==> config.mk <==
export PLATFORM = sky130hd
export DESIGN_NAME = framebuffer_scanout_flat
export DESIGN_NICKNAME = d
export VERILOG_FILES = /design/src/rtl/framebuffer_scanout_pkg.sv /design/src/rtl/framebuffer_scanout_if.sv /design/src/rtl/framebuffer_scanout_pipe.sv /design/src/rtl/framebuffer_scanout.sv /design/src/flat_wrapper.sv
export SDC_FILE = /design/constraint.sdc
export NUM_CORES = 1
export LEC_CHECK = 0
export CAP_MARGIN = 10
export CORE_MARGIN = 2
export CORE_UTILIZATION = 37
export DETAILED_ROUTE_END_ITERATION = 10
export PLACE_DENSITY = 0.84
export REMOVE_ABC_BUFFERS = 1
export SKIP_CTS_REPAIR_TIMING = 1
export SLEW_MARGIN = 25
export SYNTH_ARGS = -nofsm -noshare
export SYNTH_HDL_FRONTEND = slang
export SYNTH_SLANG_ARGS = --single-unit
==> constraint.sdc <==
create_clock -name clk -period 2.05 [get_ports clk]
set_clock_uncertainty 0.15 [all_clocks]
set_input_delay 0.41 -clock clk [delete_from_list [all_inputs] [get_ports clk]]
set_output_delay 0.41 -clock clk [all_outputs]
set_load 0.1 [all_outputs]
==> src/rtl/framebuffer_scanout_pkg.sv <==
// Shared constants and types for the framebuffer scan-out path.
// Stored image geometry, BRAM address width, colour and swap-FSM types.
// The helper returns the base address of a front buffer.
package framebuffer_scanout_pkg;
    localparam int FRAME_WIDTH  = 512;
    localparam int FRAME_HEIGHT = 384;
    localparam int ADDR_BITS    = 19;
    localparam int W_SHIFT      = $clog2(FRAME_WIDTH);
    localparam int FB_PIXELS    = FRAME_WIDTH * FRAME_HEIGHT;

    typedef logic [11:0] rgb12_t;

    typedef enum logic [0:0] {
        SWAP_IDLE,
        SWAP_PENDING
    } swap_state_t;

    // Buffer 0 starts at address 0, buffer 1 directly after it.
    function automatic logic [ADDR_BITS-1:0] buf_base(input logic fb);
        return fb ? ADDR_BITS'(FB_PIXELS) : '0;
    endfunction
endpackage

==> src/rtl/framebuffer_scanout_if.sv <==
// Signal bundle between the VGA timing/BRAM/pins side and the scan-out block.
// master = timing generator, BRAM and pins; slave = framebuffer_scanout.
// No flow control: every signal is sampled or driven once per pixel clock.
interface framebuffer_scanout_if;
    import framebuffer_scanout_pkg::*;

    logic [15:0]          hcount_in;
    logic [15:0]          vcount_in;
    logic                 hsync_in;
    logic                 vsync_in;
    logic                 blank_in;
    rgb12_t               border_color;
    logic                 swap_req;
    logic                 swap_ack;
    logic                 front_buf;
    logic                 frame_start;
    logic [ADDR_BITS-1:0] bram_addr;
    logic [15:0]          bram_dout;
    logic [3:0]           vga_r;
    logic [3:0]           vga_g;
    logic [3:0]           vga_b;
    logic                 vga_hs;
    logic                 vga_vs;

    modport master (
        output hcount_in, vcount_in, hsync_in, vsync_in, blank_in,
        output border_color, swap_req, bram_dout,
        input  swap_ack, front_buf, frame_start, bram_addr,
        input  vga_r, vga_g, vga_b, vga_hs, vga_vs
    );

    modport slave (
        input  hcount_in, vcount_in, hsync_in, vsync_in, blank_in,
        input  border_color, swap_req, bram_dout,
        output swap_ack, front_buf, frame_start, bram_addr,
        output vga_r, vga_g, vga_b, vga_hs, vga_vs
    );
endinterface

==> src/rtl/framebuffer_scanout_pipe.sv <==
// Fixed-length shift register delaying a small bundle of control bits.
// Latency LENGTH cycles; async reset loads every stage with RST_VAL.
// No backpressure: shifts on every clock.
module framebuffer_scanout_pipe #(
    parameter int               LENGTH  = 3,
    parameter int               WIDTH   = 4,
    parameter logic [WIDTH-1:0] RST_VAL = '0
) (
    input  logic             clk,
    input  logic             rst,
    input  logic [WIDTH-1:0] i_dat,
    output logic [WIDTH-1:0] o_dat
);
    logic [WIDTH-1:0] r_stage [LENGTH];

    // Shift the bundle one stage per clock; reset flushes all stages.
    always_ff @(posedge clk or posedge rst) begin
        if (rst) begin
            for (int i = 0; i < LENGTH; i++) r_stage[i] <= RST_VAL;
        end else begin
            r_stage[0] <= i_dat;
            for (int i = 1; i < LENGTH; i++) r_stage[i] <= r_stage[i-1];
        end
    end

    assign o_dat = r_stage[LENGTH-1];
endmodule

==> src/rtl/framebuffer_scanout.sv <==
// Framebuffer read side: VGA coords -> upscaled BRAM address, sync realignment, RGB pins.
// Latency: address 1 cycle after coords; colour/syncs 1+READ_LATENCY cycles after coords.
// No backpressure; double-buffer front select swaps only on a vsync rising edge.
module framebuffer_scanout
    import framebuffer_scanout_pkg::*;
#(
    parameter int SCALE_SHIFT  = 1,
    parameter int READ_LATENCY = 2
) (
    input logic                  clk,
    input logic                  rst,
    framebuffer_scanout_if.slave bus
);
    localparam int L = 1 + READ_LATENCY;

    logic [15:0]          w_sx;
    logic [15:0]          w_sy;
    logic                 w_in_img;
    logic [ADDR_BITS-1:0] w_base;
    logic [ADDR_BITS-1:0] w_addr;
    logic [ADDR_BITS-1:0] r_bram_addr;
    logic                 r_front_buf;
    logic                 r_swap_ack;
    logic                 r_frame_start;
    logic                 r_vsync_prev;
    swap_state_t          r_state;
    swap_state_t          w_state_nxt;
    logic                 w_do_swap;
    logic                 w_vs_rise;
    logic [3:0]           w_dly;
    logic                 w_hs_d;
    logic                 w_vs_d;
    logic                 w_blank_d;
    logic                 w_in_img_d;
    rgb12_t               w_pix;
    logic [3:0]           w_unused_dout;

    // Stage A address: stored pixel = display pixel scaled down; outside the image the
    // address parks on the buffer base (the colour is replaced by the border later).
    always_comb begin
        w_sx     = bus.hcount_in >> SCALE_SHIFT;
        w_sy     = bus.vcount_in >> SCALE_SHIFT;
        w_in_img = (w_sx < 16'(FRAME_WIDTH)) && (w_sy < 16'(FRAME_HEIGHT));
        w_base   = buf_base(r_front_buf);
        w_addr   = w_base;
        if (w_in_img) begin
            w_addr = w_base + (ADDR_BITS'(w_sy) << W_SHIFT) + ADDR_BITS'(w_sx);
        end
    end

    // Register the BRAM address and the start-of-frame pulse.
    always_ff @(posedge clk or posedge rst) begin
        if (rst) begin
            r_bram_addr   <= '0;
            r_frame_start <= 1'b0;
        end else begin
            r_bram_addr   <= w_addr;
            r_frame_start <= (bus.hcount_in == 16'd0) && (bus.vcount_in == 16'd0);
        end
    end

    assign w_vs_rise = bus.vsync_in && !r_vsync_prev;

    // Swap request is applied on the first vsync rising edge, including one in the
    // same cycle as the request; repeated requests while pending collapse into one.
    always_comb begin
        w_state_nxt = r_state;
        w_do_swap   = 1'b0;
        case (r_state)
            SWAP_IDLE: begin
                if (bus.swap_req) begin
                    if (w_vs_rise) w_do_swap   = 1'b1;
                    else           w_state_nxt = SWAP_PENDING;
                end
            end
            SWAP_PENDING: begin
                if (w_vs_rise) begin
                    w_do_swap   = 1'b1;
                    w_state_nxt = SWAP_IDLE;
                end
            end
            default: w_state_nxt = SWAP_IDLE;
        endcase
    end

    // Swap state, front buffer select, ack pulse and vsync edge history.
    always_ff @(posedge clk or posedge rst) begin
        if (rst) begin
            r_state      <= SWAP_IDLE;
            r_front_buf  <= 1'b0;
            r_swap_ack   <= 1'b0;
            r_vsync_prev <= 1'b0;
        end else begin
            r_state      <= w_state_nxt;
            r_front_buf  <= r_front_buf ^ w_do_swap;
            r_swap_ack   <= w_do_swap;
            r_vsync_prev <= bus.vsync_in;
        end
    end

    // Control bits travel alongside the BRAM read so they meet bram_dout of the same pixel.
    framebuffer_scanout_pipe #(
        .LENGTH  (L),
        .WIDTH   (4),
        .RST_VAL (4'b0010)
    ) u_pipe (
        .clk   (clk),
        .rst   (rst),
        .i_dat ({bus.hsync_in, bus.vsync_in, bus.blank_in, w_in_img}),
        .o_dat (w_dly)
    );

    assign {w_hs_d, w_vs_d, w_blank_d, w_in_img_d} = w_dly;
    assign w_unused_dout = bus.bram_dout[15:12];

    // Final colour select is driven from the last pipe stage, so it lands in the same
    // cycle as bram_dout and the delayed syncs.
    always_comb begin
        w_pix = '0;
        if (!w_blank_d) begin
            w_pix = w_in_img_d ? rgb12_t'(bus.bram_dout[11:0]) : bus.border_color;
        end
    end

    assign bus.bram_addr   = r_bram_addr;
    assign bus.frame_start = r_frame_start;
    assign bus.front_buf   = r_front_buf;
    assign bus.swap_ack    = r_swap_ack;
    assign bus.vga_r       = w_pix[11:8];
    assign bus.vga_g       = w_pix[7:4];
    assign bus.vga_b       = w_pix[3:0];
    assign bus.vga_hs      = ~w_hs_d;
    assign bus.vga_vs      = ~w_vs_d;
endmodule

==> src/flat_wrapper.sv <==
// flat-port wrapper written by rule: the top's interface ports become plain ports
module framebuffer_scanout_flat import framebuffer_scanout_pkg::*;
#(
    parameter int SCALE_SHIFT  = 1,
    parameter int READ_LATENCY = 2
)
  (clk, rst, bus_hcount_in, bus_vcount_in, bus_hsync_in, bus_vsync_in, bus_blank_in, bus_border_color, bus_swap_req, bus_bram_dout, bus_swap_ack, bus_front_buf, bus_frame_start, bus_bram_addr, bus_vga_r, bus_vga_g, bus_vga_b, bus_vga_hs, bus_vga_vs);
  framebuffer_scanout_if bus_i ();
  input logic clk;
  input logic rst;
  input wire logic [$bits(bus_i.hcount_in)-1:0] bus_hcount_in;
  input wire logic [$bits(bus_i.vcount_in)-1:0] bus_vcount_in;
  input wire logic [$bits(bus_i.hsync_in)-1:0] bus_hsync_in;
  input wire logic [$bits(bus_i.vsync_in)-1:0] bus_vsync_in;
  input wire logic [$bits(bus_i.blank_in)-1:0] bus_blank_in;
  input wire logic [$bits(bus_i.border_color)-1:0] bus_border_color;
  input wire logic [$bits(bus_i.swap_req)-1:0] bus_swap_req;
  input wire logic [$bits(bus_i.bram_dout)-1:0] bus_bram_dout;
  output wire logic [$bits(bus_i.swap_ack)-1:0] bus_swap_ack;
  output wire logic [$bits(bus_i.front_buf)-1:0] bus_front_buf;
  output wire logic [$bits(bus_i.frame_start)-1:0] bus_frame_start;
  output wire logic [$bits(bus_i.bram_addr)-1:0] bus_bram_addr;
  output wire logic [$bits(bus_i.vga_r)-1:0] bus_vga_r;
  output wire logic [$bits(bus_i.vga_g)-1:0] bus_vga_g;
  output wire logic [$bits(bus_i.vga_b)-1:0] bus_vga_b;
  output wire logic [$bits(bus_i.vga_hs)-1:0] bus_vga_hs;
  output wire logic [$bits(bus_i.vga_vs)-1:0] bus_vga_vs;
  assign bus_i.hcount_in = bus_hcount_in;
  assign bus_i.vcount_in = bus_vcount_in;
  assign bus_i.hsync_in = bus_hsync_in;
  assign bus_i.vsync_in = bus_vsync_in;
  assign bus_i.blank_in = bus_blank_in;
  assign bus_i.border_color = bus_border_color;
  assign bus_i.swap_req = bus_swap_req;
  assign bus_i.bram_dout = bus_bram_dout;
  assign bus_swap_ack = bus_i.swap_ack;
  assign bus_front_buf = bus_i.front_buf;
  assign bus_frame_start = bus_i.frame_start;
  assign bus_bram_addr = bus_i.bram_addr;
  assign bus_vga_r = bus_i.vga_r;
  assign bus_vga_g = bus_i.vga_g;
  assign bus_vga_b = bus_i.vga_b;
  assign bus_vga_hs = bus_i.vga_hs;
  assign bus_vga_vs = bus_i.vga_vs;
  framebuffer_scanout #(.SCALE_SHIFT(SCALE_SHIFT), .READ_LATENCY(READ_LATENCY)) u_core (.clk(clk), .rst(rst), .bus(bus_i));
endmodule
Word level (Yosys, flattened, before mapping) --
Index checks and enable logic that the tools add are counted.
Cells by class: add/subtract/negate cells 2, $lt $le $gt $ge 2, muxes and demuxes 10, bitwise logic cells 4, reduce and logical (&&, ||, !) cells 6
Operator list (count):
- $logic_not A16 Y1 | 2
- $mux W12 | 2
- $add A19 B15 Y19 | 1
- $add A19 B19 Y19 | 1
- $mux W19 | 1
- $mux W18 | 1
- $lt A15 B10 Y1 const B | 1
- $lt A15 B9 Y1 const B | 1
- $mux W1 | 4
- $pmux W1 S2 | 2
- $logic_and A1 B1 Y1 | 3
- $not A1 Y1 | 3
- $logic_not A1 Y1 | 1
- $xor A1 B1 Y1 | 1
Word-level totals: register bits after elaboration 36, input port bits 66, output and inout bits 36, word-level logic and storage cells 33

Longest topological paths before layout --
Gate-level depths: netlist of run 1.
depth after elaboration 6, mapped depth 8, depth with buffers taken out 8

Modules after synthesis --
Synthesis of run 1 repeated with hierarchy kept, for this count alone.
Unflattened totals: cell total of the unflattened synthesis 153, area, all modules 1699.1 µm²
By module, submodules not included:
- framebuffer_scanout | times used 1, cells an instance 136, area an instance 1361.3 µm², seq. area each 600.6 µm²
- framebuffer_scanout_pipe | times used 1, cells an instance 17, area an instance 337.8 µm², seq. area each 304.0 µm²

Worst setup path after synthesis of run 1 --
Ideal clock, no wire load.
path type register to output, start reg u_core.u_pipe.r_stage (netlist bit u_core.u_pipe.o_dat[0]), end out bus_vga_b[1], data arrival time 2.241 ns, data required time 1.490 ns, path slack -0.751 ns, cell stages (with the launch flop) 4, path buffers 1, cell sequence dfrtp_1 -> buf_1 -> mux2i_1 -> nor2_1
On the way: cells in the longest elaborated chain, start to end 2
Ends and longest elaborated chain:
- from (decl) | line framebuffer_scanout_pipe.sv:14 | logic [WIDTH-1:0] r_stage [LENGTH];
- $mux W12 | line framebuffer_scanout.sv:121 | w_pix = w_in_img_d ? rgb12_t'(bus.bram_dout[11:0]) : bus.border_color;
- $mux W12 | line framebuffer_scanout.sv:120 | if (!w_blank_d) begin
- to (decl) | line flat_wrapper.sv:25 | output wire logic [$bits(bus_i.vga_b)-1:0] bus_vga_b;
No other way between the ends.

Final worst setup path of run 1 --
start in bus_vcount_in[14], end reg u_core.r_bram_addr[8], in the netlist u_core.bus.bram_addr[8]
On the way: cells in the longest elaborated chain, start to end 3
Ends and longest elaborated chain:
- from (decl) | line flat_wrapper.sv:12 | input wire logic [$bits(bus_i.vcount_in)-1:0] bus_vcount_in;
- $lt A15 B9 Y1 | line framebuffer_scanout.sv:43 | w_in_img = (w_sx < 16'(FRAME_WIDTH)) && (w_sy < 16'(FRAME_HEIGHT));
- $logic_and A1 B1 Y1 | line framebuffer_scanout.sv:43
- $mux W19 | line framebuffer_scanout.sv:46 | if (w_in_img) begin
- net u_core.w_addr[8] | line framebuffer_scanout.sv:20 | logic [ADDR_BITS-1:0] w_addr;
- to (signal assigned) | line framebuffer_scanout.sv:57 | r_bram_addr <= w_addr;
- to (decl) | line framebuffer_scanout.sv:21 | logic [ADDR_BITS-1:0] r_bram_addr;
The timed path passes the listed nets, and every way through them passes these cells.

==> summary.md, run 1 <==
| Metric | Value |
|---|---|
| Outcome | `completed` |
| Root buffer cell | `clkbuf_8` |
| Fin crit share | `between 90% and 100%` |
| Critical path type | `in2reg` |
| CTS tree | `built` |
| Final wirelength | `around 4.8 mm` |
| Reg clk slew, reported paths | `around 0.060 ns` |
| DR vias/cell | `slightly above 5` |
| Leading area contributor after synthesis | `dfrtp_1` |
| Max transition margin | `between 70% and 80%` |
| Synth Flop Type | `dfrtp_1` |
| Critical-path cell list | `clkdlybuf4s50_1, nor4_2, nand3_1, a21o_1, buf_4, inv_1, buf_4, and2_1` |
| Initial antenna violation count | `0` |
| Synth area leaders | `dfrtp_1 (49%), mux2i_1 (7.4%), ha_1 (6.1%), dfstp_2 (4.8%), nor2_1 (4.1%)` |
| Drt pass-1 iters | `4` |
| DRC | `0` |
| Slowest cell on the critical path | `clkdlybuf4s50_1` |
| Post-Place Setup Slack | `-0.480 ns` |
| Congestion Overflow GR | `0` |
| Syn Area/Cell | `about 11 sq um` |
| Finished Layout Cells | `between 300 and 400` |
| H-tree depth | `2` |
| Die X | `70.5 um` |
| Ratio of cells with drive above 1 in the final layout | `between 30% and 40%` |
| Crit path required time | `~2.1 ns` |
| CTS max path bufs | `2` |
| Hold crit path type | `reg2reg` |
| Seq/Total Area, Yosys | `around 54%` |
| CP top delay family | `buffers and inverters` |
| Worst setup SP type | `primary input` |
| DP Cell Count | `315` |
| FF+latch count, synth | `35` |
| Final nets | `between 300 and 400` |
| Antenna Diode Count | `0` |
| Initial Utilization | `a little under two fifths` |
| Area growth syn-to-layout | `101%` |
| Core area | `0.00429 sq mm` |
| Num CTS Buffers | `5` |
| Static Leak | `0.00151 uW` |
| Fin util | `between 70% and 80%` |
| Synth top area share | `about half` |
| Final hold violation count | `0` |
| Setup ws final | `between 0.05 and 0.06 ns` |
| Most common cell in the netlist | `dfrtp_1` |
| CP arrival | `just over 2 ns` |
| Vias in the first global route | `about 1600` |
| Drt initial violations | `31` |
| Antenna viol nets, final | `0` |
| Critical Path Fanout Max | `9` |
| Buffers and inverters on the worst path | `4` |
| Crit. Startpoint | `bus_vcount_in[14]` |
| Max-slew violation count | `0` |
| RePlAce Congestion | `a little over 0.9` |
| HPWL Detailed | `roughly 3.8 mm` |
| Number of core rows | `24` |
| CTS Sinks | `35` |
| EDFF count, synth | `0` |
| Slew @ Worst Pin | `about 0.42 ns` |
| Yosys cell types | `31` |
| Wire per inst | `about 15 um` |
| First-pass GRT wire length | `roughly 7.5 mm` |
| CP max stage delay | `slightly above 0.4 ns` |
| Async SR Flop Fraction | `100%` |
| Port bufs | `97` |
| Worst-Skew Late Latency | `roughly 0.28 ns` |
| Fmax | `502 MHz` |
| Post-Route Setup TNS | `0 ns` |
| Post-Syn Instances | `~150` |
| Reg-to-Reg Start | `u_core.bus.front_buf` |
| Setup violations, final | `0` |
| Power per cell area | `between 600 and 700 mW/mm^2` |
| Min-delay src | `u_core.u_pipe.r_stage[7]` |
| Largest net degree at the start of global routing | `36` |
| Overall Power | `2250 uW` |
| Via Count | `about 1600` |
| Worst vdd ir | `0.421 mV` |
| Top Ports | `102` |
| Synth Cell Area | `roughly 0.0016 sq mm` |
| Max cap viols | `0` |
| Multi-input logic area | `slightly below 800 sq um` |
| Fillers | `274` |
| Gr usage total | `roughly a fifth` |
| DIE HEIGHT | `70.5 um` |
| Post-synth top cells | `dfrtp_1 (32), nor2_1 (18), mux2i_1 (12)` |
| CP Capture Type | `register` |
| Die footprint | `~0.005 sq mm` |
| FF+latch area | `slightly below 900 sq um` |
| Ys Warns | `0` |
| CP most frequent cell | `buf_4` |
| Min Clock Period, post-route | `between 1.5 and 2 ns` |
==> per-stage QoR <==
stage | instance area, sq um | hold WS (ns)
floorplan | 1610 | 0.181
global placement | 3080 | 0.181
detailed placement | 3080 | 0.187
CTS | 3170 | 0.204
global route | 3290 | 0.208
finish | 3290 | 0.200
==> state kept, by name (all words and copies together) (netlist names) <==
| register | cells |
|---|---|
| u_core.bus.bram_addr | 19 |
| u_core.u_pipe.r_stage | 8 |
| u_core.u_pipe.o_dat | 4 |
| u_core.bus.frame_start | 1 |
| u_core.bus.front_buf | 1 |
| u_core.bus.swap_ack | 1 |
| u_core.r_state | 1 |
==> cells in the final DEF (no fill, tap or decap), drive strengths merged, types with 3 or more instances in the layout <==
cell type / count
a211oi: 4
a21oi: 3
and2: 10
buf: 59
clkbuf: 7
clkdlybuf4s50: 52
dfrtp: 32
dfstp: 3
dlymetal6s2s: 9
ha: 8
inv: 8
mux2i: 12
nand3: 5
nor2: 18
nor3: 7
nor4: 8
o21a: 3
o21ai: 4
xor2: 3
==> final timing paths <==
| check | to | slack, ns | cells after the start |
|---|---|---|---|
| setup / recovery | u_core.bus.bram_addr[8] | 0.06 | 8 |
| hold / removal | u_core.u_pipe.o_dat[3] | 0.20 | 0 |
| setup reg to reg | u_core.bus.bram_addr[16] | 0.39 | 3 |
| hold reg to reg | u_core.u_pipe.o_dat[3] | 0.20 | 0 |
| max in group asynchronous | u_core.u_pipe.o_dat[0] | 1.05 | 3 |
| min in group asynchronous | u_core.u_pipe.r_stage[6] | 0.37 | 3 |
==> cell type report <==
| class | count | area share, % |
|---|---|---|
| inverters | 8 | 0.913 |
| repair buffers | 120 | 43.4 |
| clock buffers | 7 | 2.62 |
| flip-flops and latches | 35 | 26.8 |
| multi-input cells | 100 | 24.2 |
| well taps | 52 | 1.98 |
| clock inverters | 1 | 0.152 |
==> logic make-up (layout without fill, tap and decap cells) <==
| logic type | after synthesis | count (layout) | share of synthesized area [%] |
|---|---|---|---|
| adder cells (fa/ha/maj) | 9 | 9 | 7.35 |
| flip-flops | 35 | 35 | 53.8 |
| AND/OR/NAND/NOR | 54 | 54 | 17.2 |
| buffers and inverters | 12 | 136 | 3.29 |
| multiplexers | 12 | 12 | 7.35 |
| XOR/XNOR | 3 | 3 | 1.61 |
| AO/OA/AOI/OAI | 22 | 22 | 9.34 |
==> routing by layer <==
layer	up-vias	share of wire (%)	global-route usage [%]
li1	762	-	-
met1	772	35	21.5
met2	85	54	34.7
met3	5	11	7.65
met4	0	0.90	4.49
met5	-	0	0
==> report_power, final <==
group | switching [uW] | internal [uW] | leakage, uW
clock | 230 | 271 | 0.0000482
combinational | 544 | 416 | 0.00101
sequential | 53.6 | 735 | 0.000453
total | 828 | 1420 | 0.00151
==> worst reg2reg max path: stages (launching register included) <==
cell     delay (ns)
dfrtp_1        0.47
ha_1           0.38
or4_1          0.52
nand3_1        0.09
No activity file was read; power rests on OpenSTA's default activity.
==> inputs of run 2 (changes only) <==
--- a/config.mk
+++ b/config.mk
@@ -7,9 +7,9 @@
 export LEC_CHECK = 0
 export CAP_MARGIN = 10
 export CORE_MARGIN = 2
-export CORE_UTILIZATION = 37
+export CORE_UTILIZATION = 33
 export DETAILED_ROUTE_END_ITERATION = 10
-export PLACE_DENSITY = 0.84
+export PLACE_DENSITY = 0.79
 export REMOVE_ABC_BUFFERS = 1
 export SKIP_CTS_REPAIR_TIMING = 1
 export SLEW_MARGIN = 25
==> constraint.sdc (replaced) <==
create_clock -name clk -period 1.7 [get_ports clk]
set_clock_uncertainty 0.15 [all_clocks]
set_input_delay 0.34 -clock clk [delete_from_list [all_inputs] [get_ports clk]]
set_output_delay 0.34 -clock clk [all_outputs]
set_load 0.1 [all_outputs]
==> run 2 against run 1 <==
  * The run now ends with negative setup slack left
  * Sequential power is 18% higher
  * Total power is 22% higher
  * Via count is 0.31% higher
  * Critical path type unchanged
  * Largest cell class unchanged
  * Largest power group unchanged
==> summary.md, run 2 (same netlist as run 1, synthesis figures left out) <==
| Metric | Value |
|---|---|
| Unrepaired setup endpoints after global routing | `yes` |
| Static Leak | `roughly 0.0016 uW` |
| Antenna Diode Count | `0` |
| Drt pass-1 iters | `4` |
| Antenna viol nets, final | `0` |
| Crit path required time | `~1.7 ns` |
| Drt initial violations | `91` |
| Number of core rows | `25` |
| Initial antenna violation count | `0` |
| Via Count | `about 1600` |
| CTS tree | `built` |
| WHS | `0.190 ns` |
| Port bufs | `97` |
| Final nets | `350` |
| Fmax | `between 500 and 600 MHz` |
| Reg clk slew, reported paths | `around 0.070 ns` |
| DR vias/cell | `~4.7` |
| Largest register FFs | `19` |
| Setup violations, final | `15` |
| Top Ports | `a little over 100` |
| Outcome | `finished with violations` |
| Vias in the first global route | `1572` |
| CTS Sinks | `35` |
| Initial Utilization | `about a third` |
| Worst setup SP type | `primary input` |
| DRC | `0` |
| Multi-input logic area | `roughly 800 sq um` |
| Critical path type | `in2reg` |
| CP arrival | `roughly 1.9 ns` |
| Cell area after layout | `between 0.003 and 0.004 sq mm` |
| Area growth syn-to-layout | `114%` |
| Final wirelength | `between 4 and 5 mm` |
| Critical Path Fanout Max | `3` |
| CP Capture Type | `register` |
| FF+latch area | `~880 sq um` |
| Wire per inst | `14.5 um` |
| Largest net degree at the start of global routing | `28` |
| Fin crit share | `109%` |
| CTS max path bufs | `2` |
| CP max stage delay | `0.38 ns` |
| Min Clock Period, post-route | `1.86 ns` |
| Die X | `between 70 and 80 um` |
| Final hold violation count | `0` |
| Overall Power | `between 2000 and 3000 uW` |
| Worst-Skew Late Latency | `0.28 ns` |
| RePlAce Congestion | `about 0.86` |
| Max cap viols | `0` |
| Area after DPL | `0.00322 sq mm` |
| Commonest cells after routing, fill and taps aside | `clkdlybuf4s50_1 (43), buf_12 (37), dfrtp_1 (32)` |
| Post-Place Setup Slack | `-0.731 ns` |
| DIE HEIGHT | `roughly 74 um` |
| Critical-path cell list | `clkbuf_2, ha_4, inv_2, fa_2, nor2b_2, o31a_1, o41ai_2, xor2_1, o21ai_1` |
| Slowest cell on the critical path | `o41ai_2` |
| Failing checks | `negative setup slack` |
| Max-slew violation count | `0` |
| Congestion Overflow GR | `0` |
| Most common cell after layout, fill and taps aside | `clkdlybuf4s50_1` |
| Setup ws final | `-0.155 ns` |
| Die footprint | `0.00553 sq mm` |
| Core area | `between 0.004 and 0.005 sq mm` |
| Fillers | `about 340` |
| H-tree depth | `2` |
| Power per cell area | `787 mW/mm^2` |
| HPWL Detailed | `3.88 mm` |
| Hold crit path type | `in2async` |
| Worst vdd ir | `around 0.4 mV` |
| Max transition margin | `about 74%` |
| Root buffer cell | `clkbuf_8` |
| Num CTS Buffers | `5` |
| First-pass GRT wire length | `around 7 mm` |
| Gr usage total | `around 17%` |
| Ratio of cells with drive above 1 in the final layout | `between 30 and 40%` |
| Fin util | `73.6%` |
| Slew @ Worst Pin | `between 0.3 and 0.4 ns` |
## run 2: changes by cell type in the layout (fill, tap and decap cells not counted), sizes merged
cell	before	now
buf	59	65
clkbuf	7	9
dlymetal6s2s	9	15
clkdlybuf4s50	52	43
## run 2: per-layer routing
layer | global-route usage [%] | share of wire, % | vias to the layer above
li1 | - | - | 771
met1 | 17.9 | 36 | 765
met2 | 31.8 | 53 | 89
met3 | 5.42 | 11 | 4
met4 | 4.76 | 0.50 | 0
met5 | 0 | 0 | -
## run 2: area by class of cell
class	instances	area share, %
clock buffers	7	2.47
clock inverters	1	0.143
inverters	8	0.858
multi-input cells	100	23.5
flip-flops and latches	35	25.1
well taps	67	2.40
repair buffers	125	45.5
## run 2: power by group
group          switching (uW)  internal (uW)  leakage (uW)
sequential               40.4            887      0.000454
clock                     278            326     0.0000482
combinational             692            530       0.00112
total                    1010           1740       0.00162
## run 2: worst max-delay path, delay by kind of cell
family / cells / cell delay, ns
AO/OA/AOI/OAI: 3 / 0.79
adder cells (fa/ha/maj): 2 / 0.37
XOR/XNOR: 1 / 0.17
buffers and inverters: 2 / 0.16
AND/OR/NAND/NOR: 1 / 0.05
## run 2: metrics by stage
| step | std cells | setup TNS (ns) |
|---|---|---|
| floorplan | 143 | -11.32 |
| global placement | 331 | -12.43 |
| detailed placement | 331 | -13.32 |
| CTS | 339 | -8.63 |
| global route | 343 | -2.64 |
| finish | 343 | -1.53 |
## run 2: path summary, 6_finish.rpt
kind / start / endpoint / slack, ns / depth (start not counted)
setup / recovery: bus_vcount_in[1] / u_core.bus.bram_addr[17] / -0.16 / 9
hold / removal: rst / u_core.u_pipe.r_stage[10] / 0.19 / 2
setup reg to reg: u_core.bus.front_buf / u_core.bus.bram_addr[17] / 0.12 / 6
hold reg to reg: u_core.u_pipe.r_stage[8] / u_core.u_pipe.r_stage[4] / 0.19 / 0
max in group asynchronous: rst / u_core.bus.bram_addr[12] / 0.74 / 3
min in group clk: u_core.u_pipe.r_stage[8] / u_core.u_pipe.r_stage[4] / 0.19 / 0
